--- src/rtl/rom_ctrl_pkg.sv ---
// Shared definitions for the ROM controller KMAC packer.
//
// Contents:
//   PackerStateWidth - width of the sparse packer state encoding
//   packer_state_e   - sparse 6-bit state encoding, pairwise Hamming distance >= 3
//   low_half_strb    - helper building the strobe for a half-filled beat
package rom_ctrl_pkg;

    localparam int unsigned PackerStateWidth = 6;

    // Every pair of codes differs in at least 3 bits, so a single or double
    // bit upset can never turn one legal state into another.
    typedef enum logic [PackerStateWidth-1:0] {
        StEmpty   = 6'b001011,
        StHalf    = 6'b110001,
        StFull    = 6'b010110,
        StDone    = 6'b101100,
        StInvalid = 6'b111111
    } packer_state_e;

    // Strobe for a beat whose lower half only is populated.
    function automatic logic [15:0] low_half_strb(input int unsigned word_width);
        logic [15:0] strb;
        strb = '0;
        for (int unsigned i = 0; i < 16; i++) begin
            if (i < word_width / 8) begin
                strb[i] = 1'b1;
            end
        end
        return strb;
    endfunction

endpackage

--- src/rtl/prim_sparse_fsm_flop.sv ---
// State register for sparse-encoded FSMs.
//
// Holds the raw encoding, so a corrupted value stays visible to the FSM's
// default decode instead of being collapsed onto a legal state.
//
// Ports:
//   clk_i   - clock
//   rst_ni  - asynchronous active-low reset, loads ResetValue
//   state_i - next-state encoding
//   state_o - current-state encoding
module prim_sparse_fsm_flop #(
    parameter int unsigned       Width      = 6,
    parameter logic [Width-1:0]  ResetValue = '0
) (
    input  logic             clk_i,
    input  logic             rst_ni,
    input  logic [Width-1:0] state_i,
    output logic [Width-1:0] state_o
);

    logic [Width-1:0] state_q;

    always_ff @(posedge clk_i or negedge rst_ni) begin
        if (!rst_ni) begin
            state_q <= ResetValue;
        end else begin
            state_q <= state_i;
        end
    end

    assign state_o = state_q;

endmodule

--- src/rtl/rom_ctrl_packer_chk.sv ---
// Handshake protocol checker for the ROM word interface of the KMAC packer.
//
// Once the FSM side presents a word that is not accepted (word_vld_i high,
// word_rdy_i low), it must keep presenting the same word until accepted.
// Dropping valid, or changing word_i / word_last_i, flags err_o for one cycle.
//
// Ports:
//   clk_i, rst_ni - clock, asynchronous active-low reset
//   word_vld_i    - word valid from FSM side
//   word_rdy_i    - packer ready (observed)
//   word_i        - word data
//   word_last_i   - word last flag
//   err_o         - protocol violation seen this cycle
module rom_ctrl_packer_chk #(
    parameter int unsigned WordWidth = 32
) (
    input  logic                 clk_i,
    input  logic                 rst_ni,
    input  logic                 word_vld_i,
    input  logic                 word_rdy_i,
    input  logic [WordWidth-1:0] word_i,
    input  logic                 word_last_i,
    output logic                 err_o
);

    logic                 stalled_q;
    logic [WordWidth-1:0] word_q;
    logic                 last_q;

    always_ff @(posedge clk_i or negedge rst_ni) begin
        if (!rst_ni) begin
            stalled_q <= 1'b0;
            word_q    <= '0;
            last_q    <= 1'b0;
        end else begin
            stalled_q <= word_vld_i && !word_rdy_i;
            word_q    <= word_i;
            last_q    <= word_last_i;
        end
    end

    always_comb begin
        err_o = 1'b0;
        if (stalled_q) begin
            err_o = !word_vld_i || (word_i != word_q) || (word_last_i != last_q);
        end
    end

endmodule

--- src/rtl/rom_ctrl_kmac_packer.sv ---
// Packs pairs of ROM words into double-width beats for the KMAC message port.
//
// Optional build macro: ROM_CTRL_PACKER_PROT_CHECK_EN enables the word-side
// handshake protocol checker; any violation drives the FSM to Invalid.
//
// Ports:
//   clk_i, rst_ni - clock, asynchronous active-low reset
//   word_vld_i    - ROM word valid
//   word_i        - ROM word data
//   word_last_i   - word is last of message
//   word_rdy_o    - word accepted this cycle when high with word_vld_i
//   msg_valid_o   - beat valid to KMAC
//   msg_data_o    - packed beat {upper word, lower word}
//   msg_strb_o    - byte strobe for the beat
//   msg_last_o    - beat ends message
//   msg_ready_i   - KMAC accepts beat
//   alert_o       - fatal error, sticky until reset
module rom_ctrl_kmac_packer
    import rom_ctrl_pkg::*;
#(
    parameter int unsigned WordWidth = 32
) (
    input  logic                     clk_i,
    input  logic                     rst_ni,
    input  logic                     word_vld_i,
    input  logic [WordWidth-1:0]     word_i,
    input  logic                     word_last_i,
    output logic                     word_rdy_o,
    output logic                     msg_valid_o,
    output logic [2*WordWidth-1:0]   msg_data_o,
    output logic [2*WordWidth/8-1:0] msg_strb_o,
    output logic                     msg_last_o,
    input  logic                     msg_ready_i,
    output logic                     alert_o
);

    localparam int unsigned StrbWidth = 2 * WordWidth / 8;

    localparam logic [15:0] LowStrbFull = low_half_strb(WordWidth);
    localparam logic [StrbWidth-1:0] LowStrb = LowStrbFull[StrbWidth-1:0];

    packer_state_e                state_q, state_d;
    logic [PackerStateWidth-1:0]  state_raw;
    logic [2*WordWidth-1:0]       data_q, data_d;
    logic [StrbWidth-1:0]         strb_q, strb_d;
    logic                         last_q, last_d;
    logic                         accept;
    logic                         prot_err;

`ifdef ROM_CTRL_PACKER_PROT_CHECK_EN
    rom_ctrl_packer_chk #(
        .WordWidth (WordWidth)
    ) u_chk (
        .clk_i       (clk_i),
        .rst_ni      (rst_ni),
        .word_vld_i  (word_vld_i),
        .word_rdy_i  (word_rdy_o),
        .word_i      (word_i),
        .word_last_i (word_last_i),
        .err_o       (prot_err)
    );
`else
    assign prot_err = 1'b0;
`endif

    prim_sparse_fsm_flop #(
        .Width      (PackerStateWidth),
        .ResetValue (StEmpty)
    ) u_state_regs (
        .clk_i   (clk_i),
        .rst_ni  (rst_ni),
        .state_i (state_d),
        .state_o (state_raw)
    );

    assign state_q = packer_state_e'(state_raw);

    // Ready depends on registered state only, never on msg_ready_i.
    assign word_rdy_o = (state_q == StEmpty) || (state_q == StHalf);
    assign accept     = word_vld_i && word_rdy_o;

    always_comb begin
        state_d = state_q;
        data_d  = data_q;
        strb_d  = strb_q;
        last_d  = last_q;

        case (state_q)
            StEmpty: begin
                if (accept) begin
                    // Upper half is cleared so a lone last word gives a clean beat.
                    data_d = {{WordWidth{1'b0}}, word_i};
                    if (word_last_i) begin
                        strb_d  = LowStrb;
                        last_d  = 1'b1;
                        state_d = StFull;
                    end else begin
                        strb_d  = '0;
                        last_d  = 1'b0;
                        state_d = StHalf;
                    end
                end
            end
            StHalf: begin
                if (accept) begin
                    data_d[2*WordWidth-1:WordWidth] = word_i;
                    strb_d  = '1;
                    last_d  = word_last_i;
                    state_d = StFull;
                end
            end
            StFull: begin
                if (msg_ready_i) begin
                    state_d = last_q ? StDone : StEmpty;
                end
            end
            StDone: begin
                if (word_vld_i) begin
                    state_d = StInvalid;
                end
            end
            StInvalid: begin
                state_d = StInvalid;
            end
            default: begin
                state_d = StInvalid;
            end
        endcase

        if (prot_err) begin
            state_d = StInvalid;
        end
    end

    always_ff @(posedge clk_i or negedge rst_ni) begin
        if (!rst_ni) begin
            data_q <= '0;
            strb_q <= '0;
            last_q <= 1'b0;
        end else begin
            data_q <= data_d;
            strb_q <= strb_d;
            last_q <= last_d;
        end
    end

    assign msg_valid_o = (state_q == StFull);
    assign msg_data_o  = msg_valid_o ? data_q : '0;
    assign msg_strb_o  = msg_valid_o ? strb_q : '0;
    assign msg_last_o  = msg_valid_o && last_q;

    // Any encoding outside the four working states is fatal; Invalid is
    // terminal, so this stays high until reset.
    assign alert_o = !((state_q == StEmpty) || (state_q == StHalf) ||
                       (state_q == StFull)  || (state_q == StDone));

endmodule

--- config.mk ---
export PLATFORM = sky130hd
export DESIGN_NAME = rom_ctrl_kmac_packer
export DESIGN_NICKNAME = d
export VERILOG_FILES = /design/src/rtl/rom_ctrl_pkg.sv /design/src/rtl/prim_sparse_fsm_flop.sv /design/src/rtl/rom_ctrl_packer_chk.sv /design/src/rtl/rom_ctrl_kmac_packer.sv
export SDC_FILE = /design/constraint.sdc
export NUM_CORES = 1
export LEC_CHECK = 0
export CAP_MARGIN = 0
export CORE_UTILIZATION = 46
export DETAILED_ROUTE_END_ITERATION = 12
export GPL_TIMING_DRIVEN = 1
export PLACE_DENSITY = 0.86
export SYNTH_ARGS = -nofsm -noshare
export SYNTH_HDL_FRONTEND = slang
export SYNTH_SLANG_ARGS = --single-unit
--- constraint.sdc ---
create_clock -name clk_i -period 2.2 [get_ports clk_i]
set_input_delay 0.33 -clock clk_i [delete_from_list [all_inputs] [get_ports clk_i]]
set_output_delay 0.33 -clock clk_i [all_outputs]
set_load 0.01 [all_outputs]
---- After elaboration in Yosys (flattened, before gate mapping) ----
Index checks and enable logic that the tools add are counted.
word-level totals
  memory bits (read-only) ................. 0
  latch bits .............................. 0
  bits in registers ....................... 79
  word-level logic and storage cells ...... 43
  memories kept ........................... 0
  bits in writable memories ............... 0
operators by class
  $add $sub $neg .......................... 0
  divide/modulo/power cells ............... 0
  bitwise operators ....................... 0
  $lt $le $gt $ge ......................... 0
  shift-type cells ........................ 0
  equality and inequality tests ........... 8
  $mul .................................... 0
  reduce and logical (&&, ||, !) cells .... 10
  multiplexer cells ....................... 20
operator list
  cell                                           count
  two-way mux 64 bit                             2
  case mux 32 bit (2 select lines)               1
  two-way mux 6 bit                              6
  two-way mux 32 bit                             1
  two-way mux 8 bit                              3
  case mux 6 bit (4 select lines)                1
  case mux 8 bit (2 select lines)                1
  == test 6 bit, second input constant           2
  == test 6 x 4 -> 1 bit, second input constant  1
  == test 6 x 5 -> 1 bit, second input constant  1
  != test 2 bit, second input constant           3
  two-way mux 4 bit                              1
  AND reduction 4 bit                            1
  logical OR 1 bit                               3
  two-way mux 1 bit                              3
  AND reduction 3 bit                            1
  logical AND 1 bit                              2
  != test 2 x 1 -> 1 bit, second input constant  1
  case mux 1 bit (2 select lines)                1
  AND reduction 2 bit                            1
  nonzero test 2 bit                             1
  logical NOT 1 bit                              1

---- Depth between registers and ports, before layout ----
Gate-level depths: netlist (run 1).
  depth in word-level cells ............... 5
  mapped depth ............................ 6

---- By module ----
From an unflattened synthesis (run 1), not the netlist that was laid out.
unflattened totals
  cells, all modules ...................... 276
  area total of the unflattened synthesis .. 3459.6 um^2
by module, submodules not included
  module                area each (um^2)  seq. area each (um^2)  cells an instance  times used
  rom_ctrl_kmac_packer  3305.7            1676.6                 270                1
  prim_sparse_fsm_flop  153.9             153.9                  6                  1

---- Worst setup path after synthesis (run 1) ----
No wires, ideal clock.
  kind .................................... register to output
  from .................................... register u_state_regs.state_q[1], in the netlist u_state_regs.state_o[1]
  to ...................................... output msg_strb_o[1]
  buffers on the path ..................... 3
  setup slack ............................. 0.244 ns
  data arrival time ....................... 1.626 ns
  cell stages (with the launch flop) ...... 7
  path through ............................ dfstp_2 nand4bb_1 nor3b_2 buf_2 buf_2 and2_1 buf_4
between the ends
  cells in the longest elaborated chain, start to end .. 2
ends and longest elaborated chain
  item                      RTL line                     RTL
  start: declaration        prim_sparse_fsm_flop.sv:21   logic [Width-1:0] state_q;
  start signal: assignment  prim_sparse_fsm_flop.sv:25   state_q <= ResetValue;
  start signal: assignment  prim_sparse_fsm_flop.sv:27   state_q <= state_i;
  == test 6 x 5 -> 1 bit    rom_ctrl_kmac_packer.sv:147  assign msg_valid_o = (state_q == StFull);
  named net msg_valid_o     rom_ctrl_kmac_packer.sv:29   output logic msg_valid_o,
  two-way mux 8 bit         rom_ctrl_kmac_packer.sv:149  assign msg_strb_o = msg_valid_o ? strb_q : '0;
  end: declaration          rom_ctrl_kmac_packer.sv:31   output logic [2*WordWidth/8-1:0] msg_strb_o,
The timed path passes the listed nets, and every way through them passes these cells.

---- Final worst setup path (run 1) ----
  from .................................... register u_state_regs.state_q[1], in the netlist u_state_regs.state_o[1]
  to ...................................... output msg_data_o[44]
between the ends
  cells in the longest elaborated chain, start to end .. 2
ends and longest elaborated chain
  item                    RTL line                     RTL
  == test 6 x 5 -> 1 bit  rom_ctrl_kmac_packer.sv:147
  two-way mux 64 bit      rom_ctrl_kmac_packer.sv:148  assign msg_data_o = msg_valid_o ? data_q : '0;
  end: declaration        rom_ctrl_kmac_packer.sv:30   output logic [2*WordWidth-1:0] msg_data_o,
Every way passes these cells.

==> reports/qor.csv, run 1 <==
stage,metric,value,unit
run_status,status,finished with violations,
run_status,violations,setup timing,
floorplan,die_y,89.3,µm
sta,finalMaxSlewViolations,0,
logic_synthesis,ys_seq_elements,73,
sta,period_needed,2.31,ns
detailed_routing,num_vias,2642,
critical_path,critical_path_arrival,1.98,ns
logic_synthesis,syn_avg_cell_area,12.9,µm²
pwr,p_switching,0.572,mW
detailed_routing,drt_iter0_drc,164,
cts,cts_tree,built,
sta,min_period_over_period,105,%
sta,fin_hold_ws,0.0982,ns
critical_path,end_kind,output port,
min_path,holdCritPathClass,in -> async,
sta,rsz0062_at_grt,yes,
finish,area_growth_syn_to_layout,40.4,%
critical_path,ff2ff_setup_slack,0.17,ns
pwr,p_per_area,503,nW/µm²
floorplan,io_pins,113,
floorplan,die_area,7980,µm²
critical_path,critPathLaunchType,register,
detailed_routing,viasPerCell,5.29,
sta,setup_viol,49,
finish,drive_gt1_share,46.0,%
detailed_routing,route.detailed.drc,0,
place,dpl_worst_slack,-0.120,ns
critical_path,timing.rr.end,u_state_regs.state_o[2],
pwr,vdd_drop_max,0.358,mV
detailed_routing,wirelength,8.93,mm
logic_synthesis,ys_seq_area_share,52.2,%
pwr,switching_share,23.1,%
sta,report.final.hold_viol_count,0,
critical_path,crit_end,msg_data_o[44],
floorplan,die_w,89.3,µm
run,maxCapViolCount,0,
pwr,clkPwrFrac,38.0,%
logic_synthesis,synth_nets,308,
cts,cts.path.max_buffers,2,
cts,cts_buffers,9,
grt,grt_pass1_vias,2589,
pwr,seqPwrFrac,56.1,%
cts,clock_sinks,73,
pwr,combPwrFrac,5.8,%
logic_synthesis,synth_cell_types,40,
place,gp_congestion,0.826,
logic_synthesis,syn_area,3510,µm²
cts,cts_max_level,3,
detailed_routing,detail-route-antenna-nets,0,
sta,clock_skew,0.0112,ns
floorplan,rows,31,
grt,grt_pass1_wl,13.1,mm
finish,diodes,0,
detailed_routing,post_drt_wl_per_cell,17.9,µm
pwr,totalPowerFinal,2.48,mW
logic_synthesis,synthCells,271,
cts,cts_root_buf,clkbuf_8,
pwr,p_leak,2.52,nW
pwr,p_int,1.90,mW
detailed_routing,first_pass_iters,4,
logic_synthesis,ys.warnings.count,0,
finish,layout.nets,432,
grt,grt_max_degree,38,
floorplan,core,7290,µm²
sta,tightest_slew,0.856,ns
place,portBuffers,112,
critical_path,crit_path_start,u_state_regs.state_o[1],
critical_path,crit-reg2reg-launch,u_state_regs.state_o[1],
sta,fmax,0.434,GHz
sta,relSlewSlack,43.0,%
grt,groute.usage.overall,22.1,%
grt,grt_antenna_before_repair,0,
floorplan,start_util,48.1,%
critical_path,rr_worst_depth,7,
sta,timing.final.ws_setup,-0.107,ns
critical_path,cp.required,1.87,ns
critical_path,crit_fanout,6,
cts,clock_latency,0.33,ns
grt,overflow,0,
critical_path,critPathKind,reg -> out,
cts,cts.clk_slew.worst_paths,0.08,ns
place,place_hpwl,5.57,mm
[state kept, by name, summed over array words and instances (netlist names)]
| register | cells |
|---|---|
| last_q | 1 |
| u_state_regs.state_o | 6 |
| data_q | 64 |
| strb_q | 2 |
[synth_stat cells, drive strengths merged]
cell,instances,area [µm²]
mux2,33,477
nor2,4,22.5
buf,17,119
o21ai,4,20.0
dfrtp,70,1750
nand2b,2,15.0
and4bb,2,25.0
nor2b,1,6.26
nor3,2,15.0
o32a,1,10.0
or2b,1,7.51
and2b,1,7.51
a21oi,2,21.3
a221oi,1,8.76
nand2,7,36.3
a22o,32,280
o21a,1,7.51
nor3b,2,20.0
clkbuf,6,30.0
a221o,3,30.0
inv,3,11.3
or2,1,6.26
a22oi,1,7.51
a21o,1,7.51
and2,67,419
dfstp,3,78.8
nand4bb,3,66.3
[stage by stage]
step | cells | cell area, µm² | utilization, % | setup TNS, ns
floorplan | 271 | 3510 | - | 0
global placement | 472 | 4760 | 65.3 | -0.346
detailed placement | 472 | 4760 | 65.3 | -1.60
CTS | 493 | 4830 | 66.3 | -4.47
global route | 499 | 4920 | 67.5 | -9.38
finish | 499 | 4920 | 67.5 | -4.00
[layer usage]
metal / up-vias / wire, µm / GRT usage [%]
met5: - / 0 / 0
met3: 6 / 471 / 3.79
li1: 1192 / - / -
met2: 96 / 4660 / 37.8
met1: 1348 / 3730 / 28.9
met4: 0 / 55 / 6.64
[cell usage in the layout, fill, tap and decap left out, drive strengths merged, types with 3 or more instances in the layout]
| master | count |
|---|---|
| a221o | 3 |
| a22o | 32 |
| and2 | 67 |
| buf | 76 |
| clkbuf | 35 |
| clkdlybuf4s50 | 35 |
| clkinv | 3 |
| dfrtp | 70 |
| dfstp | 3 |
| inv | 4 |
| mux2 | 33 |
| nand2 | 7 |
| nand4bb | 3 |
| nor2 | 4 |
| o21ai | 4 |
[final cells by class]
class,instances,area (µm²)
Tap cell,99,124
Clock buffer,11,141
Timing Repair Buffer,136,1200
Fill cell,577,2370
Multi-Input combinational cell,172,1580
Inverter,3,11.3
Sequential cell,73,1830
Clock inverter,5,38.8
[power by group through the flow]
stage,Clock [mW],Sequential [mW],Combinational [mW]
final,0.941,1.39,0.145
after global routing,1.03,1.39,0.158
after CTS,0.962,1.39,0.146
after detailed placement,0,1.41,0.146
after global placement,0,1.41,0.140
after floorplan,0,1.41,0.0327
[repair_timing]
item,4_1_cts,5_1_grt
cloned,2,5
resized for setup,236,93
hold endpoints to repair,0,0
setup endpoints to repair,76,75
buffers inserted,3,2
pin swaps,1,14
hold buffers,0,0
[worst max-delay path: stages (launching register included)]
cell       delay, ns
dfstp_2         0.53
nand4bb_1       0.14
nor3b_4         0.30
buf_6           0.16
buf_12          0.13
clkbuf_16       0.15
and2_4          0.14
buf_6           0.09
[kinds of logic (layout without fill, tap and decap cells)]
| group | count (synthesis) | count (layout) | share of synthesized area [%] |
|---|---|---|---|
| flops | 73 | 73 | 52.2 |
| buf+inv | 26 | 155 | 4.57 |
| mux | 33 | 33 | 13.6 |
| simple gates | 93 | 93 | 18.4 |
| compound gates | 46 | 46 | 11.2 |
[how the worst min path moves through the flow]
stage / start / to / slack [ns] / cells after the start
after global routing: rst_ni / u_state_regs.state_o[4] / 0.15 / 1
after floorplan: rst_ni / data_q[0] / 0.03 / 0
after detailed placement: rst_ni / u_state_regs.state_o[2] / 0.48 / 1
after global placement: strb_q[6] / strb_q[6] / 0.46 / 1
final: rst_ni / u_state_regs.state_o[4] / 0.1 / 1
after CTS: rst_ni / u_state_regs.state_o[2] / 0.11 / 1
(Power assumes the default switching activity.)
==> run 2: changes to the inputs <==
==> constraint.sdc (replaced) <==
create_clock -name clk_i -period 2.2 [get_ports clk_i]
set_input_delay 0.44 -clock clk_i [delete_from_list [all_inputs] [get_ports clk_i]]
set_output_delay 0.44 -clock clk_i [all_outputs]
set_load 0.01 [all_outputs]
==> run 2 against run 1 <==
Net effect:
- the flow still finishes with violations (setup timing)
- critical path depth down 1
- register-to-register slack lost 0.13 ns
- cell count rose by 0.60%
- first-iteration DRC count fell by 35%
- cell area up 1.1%
- sequential share of layout area shrank 0.39 points
- non-clock buffer count is 3 higher
- combinational power about the same
- sequential cell count stayed put
- sequential power is essentially flat
- via count decreased by 0.26%
- die area did not move
==> reports/qor.csv, run 2 (synthesized netlist as in run 1, its figures left out) <==
stage,metric,value,unit,change
run_status,status,finished with violations,,
run_status,violations,setup timing,,
critical_path,cp.required,1.76,ns,-0.11 ns
cts,clock_latency,0.34,ns,about the same
place,gp_congestion,0.851,,+2.9%
sta,timing.final.ws_setup,-0.162,ns,-0.0556 ns
critical_path,critPathLaunchType,register,,
critical_path,end_kind,output port,,
sta,min_period_over_period,107,%,+2.5 points
min_path,holdCritPathClass,in -> async,,
pwr,combPwrFrac,5.9,%,about the same
grt,grt.busiest_layer,met2,,
floorplan,io_pins,113,,unchanged
pwr,p_switching,0.594,mW,+3.8%
sta,report.final.hold_viol_count,0,,unchanged
critical_path,crit_path_start,u_state_regs.state_o[1],,
floorplan,start_util,48.1,%,unchanged
finish,layout.nets,435,,+0.69%
grt,groute.usage.overall,22.1,%,-0.044 points
finish,multi_input_area,1570,µm²,-0.79%
critical_path,crit_fanout,9,,+3
finish,layout_common_cells,"dfrtp_1, buf_2, and2_1",,
floorplan,rows,31,,unchanged
grt,grt_max_degree,74,,+95%
detailed_routing,route.detailed.drc,0,,unchanged
sta,fin_hold_ws,0.0952,ns,-0.00291 ns
pwr,p_int,1.90,mW,-0.20%
grt,overflow,0,,unchanged
finish,diodes,0,,unchanged
finish,largest_reg_flops,64,,unchanged
grt,grt_pass1_vias,2667,,+3.0%
cts,cts.clk_slew.worst_paths,0.08,ns,about the same
cts,cts_buffers,9,,unchanged
sta,period_needed,2.36,ns,+0.0556 ns
critical_path,critPathKind,reg -> out,,
detailed_routing,wirelength,8.95,mm,+0.27%
pwr,clkPwrFrac,38.4,%,+0.4 points
place,portBuffers,112,,unchanged
floorplan,die_y,89.3,µm,unchanged
pwr,seqPwrFrac,55.7,%,-0.4 points
cts,cts_root_buf,clkbuf_8,,
detailed_routing,post_drt_wl_per_cell,17.8,µm,-0.33%
critical_path,crit-reg2reg-launch,u_state_regs.state_o[1],,
grt,grt_antenna_before_repair,0,,unchanged
critical_path,critical_path_arrival,1.92,ns,-0.06 ns
cts,ctsHoldBuffers,0,,unchanged
place,postPlaceCellArea,4780,µm²,+0.47%
run,maxCapViolCount,0,,unchanged
critical_path,timing.rr.end,u_state_regs.state_o[2],,
finish,drive_gt1_share,45.4,%,-0.59 points
sta,tightest_slew,0.407,ns,-0.449 ns
finish,final_common_cell,dfrtp_1,,
finish,final_area,4980,µm²,+1.1%
sta,rsz0062_at_grt,yes,,
place,place_hpwl,5.59,mm,+0.28%
critical_path,rr_worst_depth,9,,+2
finish,regArea,1830,µm²,unchanged
grt,met1_usage,28.2,%,-0.71 points
floorplan,die_area,7980,µm²,unchanged
grt,met2_usage,37.5,%,-0.28 points
finish,regMostFlops,data_q,,
sta,clock_skew,0.00774,ns,-0.00341 ns
floorplan,core,7290,µm²,unchanged
pwr,switching_share,23.8,%,+0.71 points
cts,cts.path.max_buffers,2,,unchanged
cts,cts_tree,built,,
pwr,p_leak,2.56,nW,+1.5%
critical_path,ff2ff_setup_slack,0.04,ns,-0.13 ns
detailed_routing,drt_iter0_drc,106,,-35%
floorplan,die_w,89.3,µm,unchanged
detailed_routing,first_pass_iters,4,,unchanged
detailed_routing,detail-route-antenna-nets,0,,unchanged
finish,fillCellCount,549,,-4.9%
detailed_routing,num_vias,2635,,-0.26%
pwr,p_per_area,501,nW/µm²,-0.34%
sta,finalMaxSlewViolations,0,,unchanged
grt,grt_pass1_wl,13.1,mm,+0.16%
pwr,vdd_drop_max,0.305,mV,-15%
cts,clock_sinks,73,,unchanged
critical_path,crit_end,msg_data_o[52],,
sta,setup_viol,74,,+51%
sta,fmax,0.423,GHz,-2.4%
grt,use_met3,4.89,%,+1.1 points
detailed_routing,viasPerCell,5.25,,-0.86%
cts,cts_max_level,3,,unchanged
finish,area_growth_syn_to_layout,41.9,%,
sta,relSlewSlack,72.9,%,+30 points
run 2: cell types whose count changed in the layout (fill, tap and decap cells not counted), sizes merged:
cell    change
buf        +24
clkbuf     -22
clkinv      +2
inv         -1
run 2: per-layer routing:
layer,wire [µm],share of wire (%)
met4,130,1.5
met5,0,0
met1,3800,42
met2,4570,51
met3,447,5.0
run 2: cell type report:
cell class                      count  share of cell area (%)
Timing Repair Buffer              139                    25.3
Clock buffer                       10                    2.77
Multi-Input combinational cell    172                    31.5
Inverter                            3                   0.226
Tap cell                           99                    2.49
Clock inverter                      6                   0.880
Sequential cell                    73                    36.8
run 2: worst max-delay path, stage by stage, from the launching register on:
cell and delay, ns:
dfstp_2 0.54, nand4bb_1 0.16, nor3b_4 0.26, buf_6 0.20, clkbuf_16 0.16, and2_1 0.13, buf_2 0.13
run 2: repair_timing:
item / 4_1_cts / 5_1_grt
gates cloned: 2 / 3
resized for setup: 306 / 50
buffers inserted: 7 / 1
pin swaps: 1 / 11
setup endpoints to repair: 76 / 76
run 2: how the worst min path moves through the flow:
| stage | startpoint | to | slack (ns) | depth (start not counted) |
|---|---|---|---|---|
| 5_1_grt | rst_ni | data_q[33] | 0.13 | 2 |
| 3_5_place_dp | strb_q[6] | strb_q[6] | 0.47 | 1 |
| 3_3_place_gp | strb_q[6] | strb_q[6] | 0.46 | 1 |
| 2_1_floorplan | rst_ni | data_q[0] | 0.14 | 0 |
| 4_1_cts | rst_ni | data_q[37] | 0.13 | 2 |
| 6_report | rst_ni | u_state_regs.state_o[2] | 0.1 | 2 |
run 2: stage by stage:
| stage | util (%) | instances | setup TNS (ns) | setup slack [ns] | power, mW |
|---|---|---|---|---|---|
| 4_1_cts | 64.9 | 500 | -10.17 | -0.209 | 2.51 |
| 5_1_grt | 68.2 | 502 | -12.37 | -0.209 | 2.59 |
| 2_1_floorplan | - | 271 | 0 | 0.134 | 1.44 |
| 3_5_place_dp | 65.6 | 475 | -11.08 | -0.198 | 1.56 |
| 3_3_place_gp | 65.6 | 475 | -7.25 | -0.136 | 1.55 |
| 6_report | 68.2 | 502 | -8.35 | -0.162 | 2.49 |
run 2: power by group through the flow:
stage	combinational (mW)	sequential, mW	clock (mW)
after floorplan	0.0327	1.41	0
after global placement	0.142	1.41	0
after detailed placement	0.148	1.41	0
after CTS	0.148	1.39	0.974
after global routing	0.160	1.39	1.03
final	0.148	1.39	0.957
